===== config.mk =====
export PLATFORM = sky130hd
export DESIGN_NAME = multicycle_control_flat
export DESIGN_NICKNAME = d
export VERILOG_FILES = /design/src/rtl/multicycle_control_if.sv /design/src/rtl/multicycle_control.sv /design/src/flat_wrapper.sv
export SDC_FILE = /design/constraint.sdc
export NUM_CORES = 1
export LEC_CHECK = 0
export CAP_MARGIN = 20
export CORE_MARGIN = 5
export CORE_UTILIZATION = 46
export DETAILED_ROUTE_END_ITERATION = 10
export HOLD_SLACK_MARGIN = 0.12
export PLACE_DENSITY = 0.85
export SYNTH_ARGS = -nofsm -noshare
export SYNTH_HDL_FRONTEND = slang
export SYNTH_SLANG_ARGS = --single-unit

===== constraint.sdc =====
create_clock -name clk -period 5.27 [get_ports clk]
set_input_delay 1.054 -clock clk [delete_from_list [all_inputs] [get_ports clk]]
set_output_delay 1.054 -clock clk [all_outputs]
set_load 0.005 [all_outputs]

===== src/rtl/multicycle_control_if.sv =====
// Control/status bundle between the multicycle controller and its datapath.
// The controller side is the master: it consumes the decoded instruction
// fields, the ALU zero flag and the memory handshake, and drives every
// enable and mux select.
interface multicycle_control_if;
    logic [10:0] instruction;
    logic        zero;
    logic        mem_ready;
    logic        PCWrite;
    logic        AdrSrc;
    logic        MemRead;
    logic        MemWrite;
    logic        IRWrite;
    logic        RegWrite;
    logic [1:0]  ResultSrc;
    logic [1:0]  ALUSrcA;
    logic [1:0]  ALUSrcB;
    logic [3:0]  ALUOp;
    logic        Branch;
    logic        illegal;
    logic        error;
    logic [3:0]  state_dbg;

    modport master (
        input  instruction, zero, mem_ready,
        output PCWrite, AdrSrc, MemRead, MemWrite, IRWrite, RegWrite,
        output ResultSrc, ALUSrcA, ALUSrcB, ALUOp, Branch,
        output illegal, error, state_dbg
    );

    modport slave (
        output instruction, zero, mem_ready,
        input  PCWrite, AdrSrc, MemRead, MemWrite, IRWrite, RegWrite,
        input  ResultSrc, ALUSrcA, ALUSrcB, ALUOp, Branch,
        input  illegal, error, state_dbg
    );
endinterface


===== src/rtl/multicycle_control.sv =====
// Moore-style sequencer for the multicycle RV32I datapath. Walks each
// instruction through fetch/decode/execute/writeback, stalls on memory
// wait states, drops into a sticky ERROR state if memory never answers,
// and flags opcodes it does not implement.
module multicycle_control #(
    parameter int TIMEOUT = 15,
    parameter int CW      = 4
) (
    input  logic                 clk,
    input  logic                 rst,
    multicycle_control_if.master bus
);
    typedef enum logic [3:0] {
        S_FETCH    = 4'd0,
        S_DECODE   = 4'd1,
        S_MEMADR   = 4'd2,
        S_MEMREAD  = 4'd3,
        S_MEMWB    = 4'd4,
        S_MEMWRITE = 4'd5,
        S_EXECR    = 4'd6,
        S_ALUWB    = 4'd7,
        S_EXECI    = 4'd8,
        S_JAL      = 4'd9,
        S_BRANCH   = 4'd10,
        S_ERROR    = 4'd15
    } state_t;

    localparam logic [6:0] OP_LOAD   = 7'b0000011;
    localparam logic [6:0] OP_STORE  = 7'b0100011;
    localparam logic [6:0] OP_RTYPE  = 7'b0110011;
    localparam logic [6:0] OP_ITYPE  = 7'b0010011;
    localparam logic [6:0] OP_JAL    = 7'b1101111;
    localparam logic [6:0] OP_BRANCH = 7'b1100011;

    localparam logic [3:0] ALU_ADD = 4'b0000;
    localparam logic [3:0] ALU_SUB = 4'b0001;

    state_t          state_q, state_d;
    logic [CW-1:0]   cnt_q, cnt_d;

    logic [6:0]      opcode;
    logic [2:0]      funct3;
    logic            funct7b5;
    logic            waiting;

    logic            pcwrite_c, adrsrc_c, memread_c, memwrite_c;
    logic            irwrite_c, regwrite_c, branch_c, illegal_c;
    logic [1:0]      result_c, srca_c, srcb_c;
    logic [3:0]      aluop_c;

    assign opcode   = bus.instruction[6:0];
    assign funct3   = bus.instruction[9:7];
    assign funct7b5 = bus.instruction[10];

    // The watchdog only runs in the states that stall on mem_ready.
    assign waiting = (state_q == S_FETCH) || (state_q == S_MEMREAD) ||
                     (state_q == S_MEMWRITE);

    // funct3 -> ALU operation; the funct7 bit only selects SUB for
    // register-register ops, but always selects SRA on right shifts.
    function automatic logic [3:0] alu_decode(input logic [2:0] f3,
                                              input logic       f7b5,
                                              input logic       is_reg);
        logic [3:0] op;
        case (f3)
            3'b000:  op = (is_reg && f7b5) ? ALU_SUB : ALU_ADD;
            3'b111:  op = 4'b0010;
            3'b110:  op = 4'b0011;
            3'b100:  op = 4'b0100;
            3'b010:  op = 4'b0101;
            3'b001:  op = 4'b0110;
            3'b101:  op = f7b5 ? 4'b1000 : 4'b0111;
            default: op = ALU_ADD;
        endcase
        return op;
    endfunction

    // State and watchdog registers.
    always_ff @(posedge clk or posedge rst) begin
        if (rst) begin
            state_q <= S_FETCH;
            cnt_q   <= '0;
        end else begin
            state_q <= state_d;
            cnt_q   <= cnt_d;
        end
    end

    // Next-state, watchdog and per-state control outputs.
    always_comb begin
        state_d    = state_q;
        cnt_d      = '0;
        pcwrite_c  = 1'b0;
        adrsrc_c   = 1'b0;
        memread_c  = 1'b0;
        memwrite_c = 1'b0;
        irwrite_c  = 1'b0;
        regwrite_c = 1'b0;
        branch_c   = 1'b0;
        illegal_c  = 1'b0;
        result_c   = 2'b00;
        srca_c     = 2'b00;
        srcb_c     = 2'b00;
        aluop_c    = ALU_ADD;

        case (state_q)
            S_FETCH: begin
                memread_c = 1'b1;
                srcb_c    = 2'b10;
                result_c  = 2'b10;
                irwrite_c = bus.mem_ready;
                pcwrite_c = bus.mem_ready;
                if (bus.mem_ready) state_d = S_DECODE;
            end
            S_DECODE: begin
                srca_c = 2'b01;
                srcb_c = 2'b01;
                case (opcode)
                    OP_LOAD, OP_STORE: state_d = S_MEMADR;
                    OP_RTYPE:          state_d = S_EXECR;
                    OP_ITYPE:          state_d = S_EXECI;
                    OP_JAL:            state_d = S_JAL;
                    OP_BRANCH:         state_d = S_BRANCH;
                    default: begin
                        illegal_c = 1'b1;
                        state_d   = S_FETCH;
                    end
                endcase
            end
            S_MEMADR: begin
                srca_c  = 2'b10;
                srcb_c  = 2'b01;
                state_d = (opcode == OP_LOAD) ? S_MEMREAD : S_MEMWRITE;
            end
            S_MEMREAD: begin
                adrsrc_c  = 1'b1;
                memread_c = 1'b1;
                if (bus.mem_ready) state_d = S_MEMWB;
            end
            S_MEMWB: begin
                result_c   = 2'b01;
                regwrite_c = 1'b1;
                state_d    = S_FETCH;
            end
            S_MEMWRITE: begin
                adrsrc_c   = 1'b1;
                memwrite_c = 1'b1;
                if (bus.mem_ready) state_d = S_FETCH;
            end
            S_EXECR: begin
                srca_c  = 2'b10;
                srcb_c  = 2'b00;
                aluop_c = alu_decode(funct3, funct7b5, 1'b1);
                state_d = S_ALUWB;
            end
            S_EXECI: begin
                srca_c  = 2'b10;
                srcb_c  = 2'b01;
                aluop_c = alu_decode(funct3, funct7b5, 1'b0);
                state_d = S_ALUWB;
            end
            S_ALUWB: begin
                regwrite_c = 1'b1;
                state_d    = S_FETCH;
            end
            S_JAL: begin
                srca_c    = 2'b01;
                srcb_c    = 2'b10;
                pcwrite_c = 1'b1;
                state_d   = S_ALUWB;
            end
            S_BRANCH: begin
                srca_c    = 2'b10;
                srcb_c    = 2'b00;
                aluop_c   = ALU_SUB;
                branch_c  = 1'b1;
                pcwrite_c = bus.zero ^ funct3[0];
                state_d   = S_FETCH;
            end
            S_ERROR: state_d = S_ERROR;
            default: state_d = S_FETCH;
        endcase

        // Count stalled cycles; the TIMEOUT-th stalled cycle is the last one
        // allowed, so a ready on that cycle still completes normally.
        if (waiting && !bus.mem_ready) begin
            if (cnt_q == CW'(TIMEOUT - 1)) begin
                state_d = S_ERROR;
            end else begin
                cnt_d = cnt_q + 1'b1;
            end
        end
    end

    // Strobes are gated by rst so an in-flight access dies the moment reset
    // arrives rather than at the next edge.
    assign bus.PCWrite   = pcwrite_c  & ~rst;
    assign bus.MemRead   = memread_c  & ~rst;
    assign bus.MemWrite  = memwrite_c & ~rst;
    assign bus.IRWrite   = irwrite_c  & ~rst;
    assign bus.RegWrite  = regwrite_c & ~rst;
    assign bus.illegal   = illegal_c  & ~rst;
    assign bus.AdrSrc    = adrsrc_c;
    assign bus.ResultSrc = result_c;
    assign bus.ALUSrcA   = srca_c;
    assign bus.ALUSrcB   = srcb_c;
    assign bus.ALUOp     = aluop_c;
    assign bus.Branch    = branch_c;
    assign bus.error     = (state_q == S_ERROR);
    assign bus.state_dbg = state_q;
endmodule


===== src/flat_wrapper.sv =====
// flat-port wrapper written by rule: the top's interface ports become plain ports
module multicycle_control_flat 
#(
    parameter int TIMEOUT = 15,
    parameter int CW      = 4
)
  (clk, rst, bus_instruction, bus_zero, bus_mem_ready, bus_PCWrite, bus_AdrSrc, bus_MemRead, bus_MemWrite, bus_IRWrite, bus_RegWrite, bus_ResultSrc, bus_ALUSrcA, bus_ALUSrcB, bus_ALUOp, bus_Branch, bus_illegal, bus_error, bus_state_dbg);
  multicycle_control_if bus_i ();
  input  logic clk;
  input  logic rst;
  input wire logic [$bits(bus_i.instruction)-1:0] bus_instruction;
  input wire logic [$bits(bus_i.zero)-1:0] bus_zero;
  input wire logic [$bits(bus_i.mem_ready)-1:0] bus_mem_ready;
  output wire logic [$bits(bus_i.PCWrite)-1:0] bus_PCWrite;
  output wire logic [$bits(bus_i.AdrSrc)-1:0] bus_AdrSrc;
  output wire logic [$bits(bus_i.MemRead)-1:0] bus_MemRead;
  output wire logic [$bits(bus_i.MemWrite)-1:0] bus_MemWrite;
  output wire logic [$bits(bus_i.IRWrite)-1:0] bus_IRWrite;
  output wire logic [$bits(bus_i.RegWrite)-1:0] bus_RegWrite;
  output wire logic [$bits(bus_i.ResultSrc)-1:0] bus_ResultSrc;
  output wire logic [$bits(bus_i.ALUSrcA)-1:0] bus_ALUSrcA;
  output wire logic [$bits(bus_i.ALUSrcB)-1:0] bus_ALUSrcB;
  output wire logic [$bits(bus_i.ALUOp)-1:0] bus_ALUOp;
  output wire logic [$bits(bus_i.Branch)-1:0] bus_Branch;
  output wire logic [$bits(bus_i.illegal)-1:0] bus_illegal;
  output wire logic [$bits(bus_i.error)-1:0] bus_error;
  output wire logic [$bits(bus_i.state_dbg)-1:0] bus_state_dbg;
  assign bus_i.instruction = bus_instruction;
  assign bus_i.zero = bus_zero;
  assign bus_i.mem_ready = bus_mem_ready;
  assign bus_PCWrite = bus_i.PCWrite;
  assign bus_AdrSrc = bus_i.AdrSrc;
  assign bus_MemRead = bus_i.MemRead;
  assign bus_MemWrite = bus_i.MemWrite;
  assign bus_IRWrite = bus_i.IRWrite;
  assign bus_RegWrite = bus_i.RegWrite;
  assign bus_ResultSrc = bus_i.ResultSrc;
  assign bus_ALUSrcA = bus_i.ALUSrcA;
  assign bus_ALUSrcB = bus_i.ALUSrcB;
  assign bus_ALUOp = bus_i.ALUOp;
  assign bus_Branch = bus_i.Branch;
  assign bus_illegal = bus_i.illegal;
  assign bus_error = bus_i.error;
  assign bus_state_dbg = bus_i.state_dbg;
  multicycle_control #(.TIMEOUT(TIMEOUT), .CW(CW)) u_core (.clk(clk), .rst(rst), .bus(bus_i));
endmodule

==> impl_metrics.py <==
metrics = {
    "yosys": {
        "synth_compound_area_share_pct": 21.5,
        "synthTopCellsByCount": "nor3_1 (13), nor2_1 (10), dfrtp_1 (8), inv_1 (7), nand2_1 (7)",
        "synth_flop_cell": "dfrtp_1",
        "synth_xor_area_share_pct": 4.67,
        "synth_cell_types": 46,
        "yosys.area_share.simple_pct": 38.0,
        "ys_ff_latch": 8,
        "yosysSeqAreaShare_pct": 21.3,
        "ys_warn_count": 0,
        "synth_area_um2": 938,
        "post-synth-top-area-cell": "dfrtp_1",
        "synth_top_family_by_area": "simple AND/OR/NAND/NOR gates",
        "netlist.area_leader.share_pct": 21.3,
        "synthMostInstantiatedCell": "nor3_1",
        "syn-num-nets": 138,
        "synth_area_per_cell_um2": 7.76,
        "synth-edff-count": 0,
        "synth_mux_area_share_pct": 3.33,
        "synthArstFlopShare_pct": 100,
        "yosys.area_share.adder_pct": 3.73,
        "synthTopCellsByArea": "dfrtp_1 (21%), nor3_1 (6.9%), nor2_1 (4.0%), xor2_1 (3.7%), nand2b_1 (3.3%)",
        "synth_cells": 121,
    },
    "setup_path": {
        "crit_required_ns": 4.22,
        "crit_buf_inv": 2,
        "critPathArrivalTime_ns": 3.00,
        "slowest_stage": "clkdlybuf4s50_1",
        "cp-end-kind": "primary output",
        "start_kind": "primary input",
        "critical_path_class": "in -> out",
        "reg2reg_depth": 4,
        "max_stage_delay_ns": 0.56,
        "r2r_setup_slack_ns": 3.14,
        "crit_family": "buffers and inverters",
        "crit-reg2reg-launch": "u_core.bus.state_dbg[0]",
        "crit_start": "bus_instruction[8]",
        "cp.depth": 6,
        "cp_max_fo": 8,
        "regToRegEndpoint": "u_core.cnt_q[3]",
        "crit_end": "bus_ALUOp[0]",
        "crit_chain": "clkdlybuf4s50_1 > nor3_1 > a21bo_2 > a221oi_1 > nor3_1 > clkdlybuf4s50_1",
    },
    "grt": {
        "grt_pass1_wl_um": 4400,
        "grt_usage_pct": 19.5,
        "grt_max_degree": 24,
        "grt_pass1_vias": 1068,
        "grt_overflow": 0,
        "grt_antenna_before_repair": 0,
    },
    "pwr": {
        "p_leak_nw": 0.506,
        "pwr_density_cell_mw_per_mm2": 413,
        "ir_drop_mv": 0.238,
        "power_mw": 0.545,
    },
    "clock_network": {
        "cts_root_buf": "clkbuf_4",
        "htreeDepth": 1,
        "cts.sinks": 8,
        "cts_resized": 0,
        "clk_path_buf_depth": 2,
        "clkLatencyLatePin_ns": 0.26,
        "cts_hold_buf": 0,
        "cts_made_buffers": 3,
        "cts_setup_buffers": 0,
        "cts.clk_slew.worst_paths_ns": 0.06,
        "cts_tree": "built",
    },
    "cells_and_area": {
        "nets": 172,
        "diodes": 0,
        "nFillCells": 172,
        "drive_above_1_share_pct": 4.58,
        "synthToLayoutAreaGrowth_pct": 40.8,
    },
    "die": {
        "coreArea_mm2": 0.00196,
        "die_y_um": 55.2,
        "die_area_mm2": 0.00304,
        "start_util_pct": 47.8,
        "row_count": 16,
        "io_pins": 38,
        "die_w_um": 55.2,
    },
    "sta": {
        "setup_viol": 0,
        "max_slew_margin_pct": 51.3,
        "slew_viol_final": 0,
        "finalHoldViolCount": 0,
        "finalCriticalPeriod_ns": 4.05,
        "fin_skew_ns": 0.00460,
        "fmax_ghz": 0.247,
        "rsz0062_at_grt": "false",
        "fin_crit_sh_pct": 76.9,
        "tightest_slew_ns": 0.730,
        "fin_tns_setup_ns": 0,
    },
    "route": {
        "drtIter0Drc": 30,
        "drtPass1Iterations": 4,
        "post-route-drc-count": 0,
        "vias": 1076,
        "ant_nets": 0,
        "routed_wl_um": 2770,
        "vias_per_cell": 5.98,
        "wl_per_cell_um": 15.4,
    },
    "placement": {
        "hpwl_um": 2070,
        "io_buffers": 37,
        "gp_congestion": 0.807,
    },
    "min_path": {
        "hp-class": "reg -> reg",
    },
    "outcome": {
        "status": "finished clean",
    },
    "run": {
        "cap_violations": 0,
    },
}
-- area by class of cell --
cell class / instances / area [um2] / area share, %
clock buffers: 3 / 22.5 / 1.70
inverters: 7 / 26.3 / 1.99
multi-input cells: 98 / 668 / 50.6
flip-flops and latches: 8 / 200 / 15.2
well taps: 27 / 33.8 / 2.56
repair buffers: 37 / 370 / 28.0
-- cells in the final DEF (no fill, tap or decap), drive strengths merged, types with 2 or more instances in the layout --
master,count
nand3,2
nand4b,2
nor3,13
mux2i,2
dfrtp,8
nor2b,4
or2b,2
a21oi,5
a211o,2
nor4,4
xor2,4
o211ai,4
clkdlybuf4s50,37
nand2,7
inv,7
ha,2
a311oi,2
o21ai,3
nand2b,5
nand4,2
nor2,10
clkbuf,3
-- layer usage --
layer	share of wire [%]	wire (um)	global-route usage, %
met1	39	1090	21.3
met5	0	0	0
met4	0.58	16	6.07
met2	54	1500	37.2
met3	5.5	153	3.75
-- through the flow --
| step | utilization [%] | hold slack, ns | setup WS (ns) | area [um2] | std cells |
|---|---|---|---|---|---|
| final | 67.3 | 0.494 | 1.22 | 1320 | 180 |
| after floorplan | - | 0.455 | 2.40 | 938 | 121 |
| after CTS | 67.3 | 0.492 | 1.20 | 1320 | 180 |
| after detailed placement | 66.2 | 0.484 | 1.22 | 1300 | 177 |
| after global placement | 66.2 | 0.472 | 1.28 | 1300 | 177 |
| after global routing | 67.3 | 0.522 | 1.04 | 1320 | 180 |
-- kinds of logic (layout without fill, tap and decap cells) --
| group | Yosys count | after routing |
|---|---|---|
| and+or+nand+nor | 62 | 62 |
| AOI/OAI and AO/OA | 25 | 25 |
| buffers and inverters | 15 | 47 |
| DFF | 8 | 8 |
| xor gates and xnor gates | 5 | 5 |
| adders and majority gates | 3 | 3 |
| muxes | 3 | 3 |
-- worst register-to-register path, cell delays in order, from the launching register on --
cell     delay (ns)
dfrtp_1        0.65
nor2b_1        0.67
nor3_1         0.09
o21ai_0        0.46
nor2_1         0.12
-- state kept, by name, indices dropped and copies added, names as in the netlist --
| register | cells |
|---|---|
| u_core.bus.state_dbg | 4 |
| u_core.cnt_q | 4 |
-- power breakdown --
part	internal [mW]	total, mW	switching [mW]
combinational	0.200	0.355	0.156
sequential	0.0792	0.141	0.0618
clock	0.0262	0.0490	0.0228
-- how the worst min path moves through the flow --
stage                      end  cells past startpoint  slack (ns)             from
6_report       u_core.cnt_q[0]                      1        0.49  u_core.cnt_q[0]
5_1_grt        u_core.cnt_q[0]                      1        0.52  u_core.cnt_q[0]
4_1_cts        u_core.cnt_q[0]                      1        0.49  u_core.cnt_q[0]
3_5_place_dp   u_core.cnt_q[0]                      1        0.48  u_core.cnt_q[0]
3_3_place_gp   u_core.cnt_q[0]                      1        0.47  u_core.cnt_q[0]
2_1_floorplan  u_core.cnt_q[0]                      1        0.45  u_core.cnt_q[0]
Note: power is estimated with default switching activity, not from simulation.
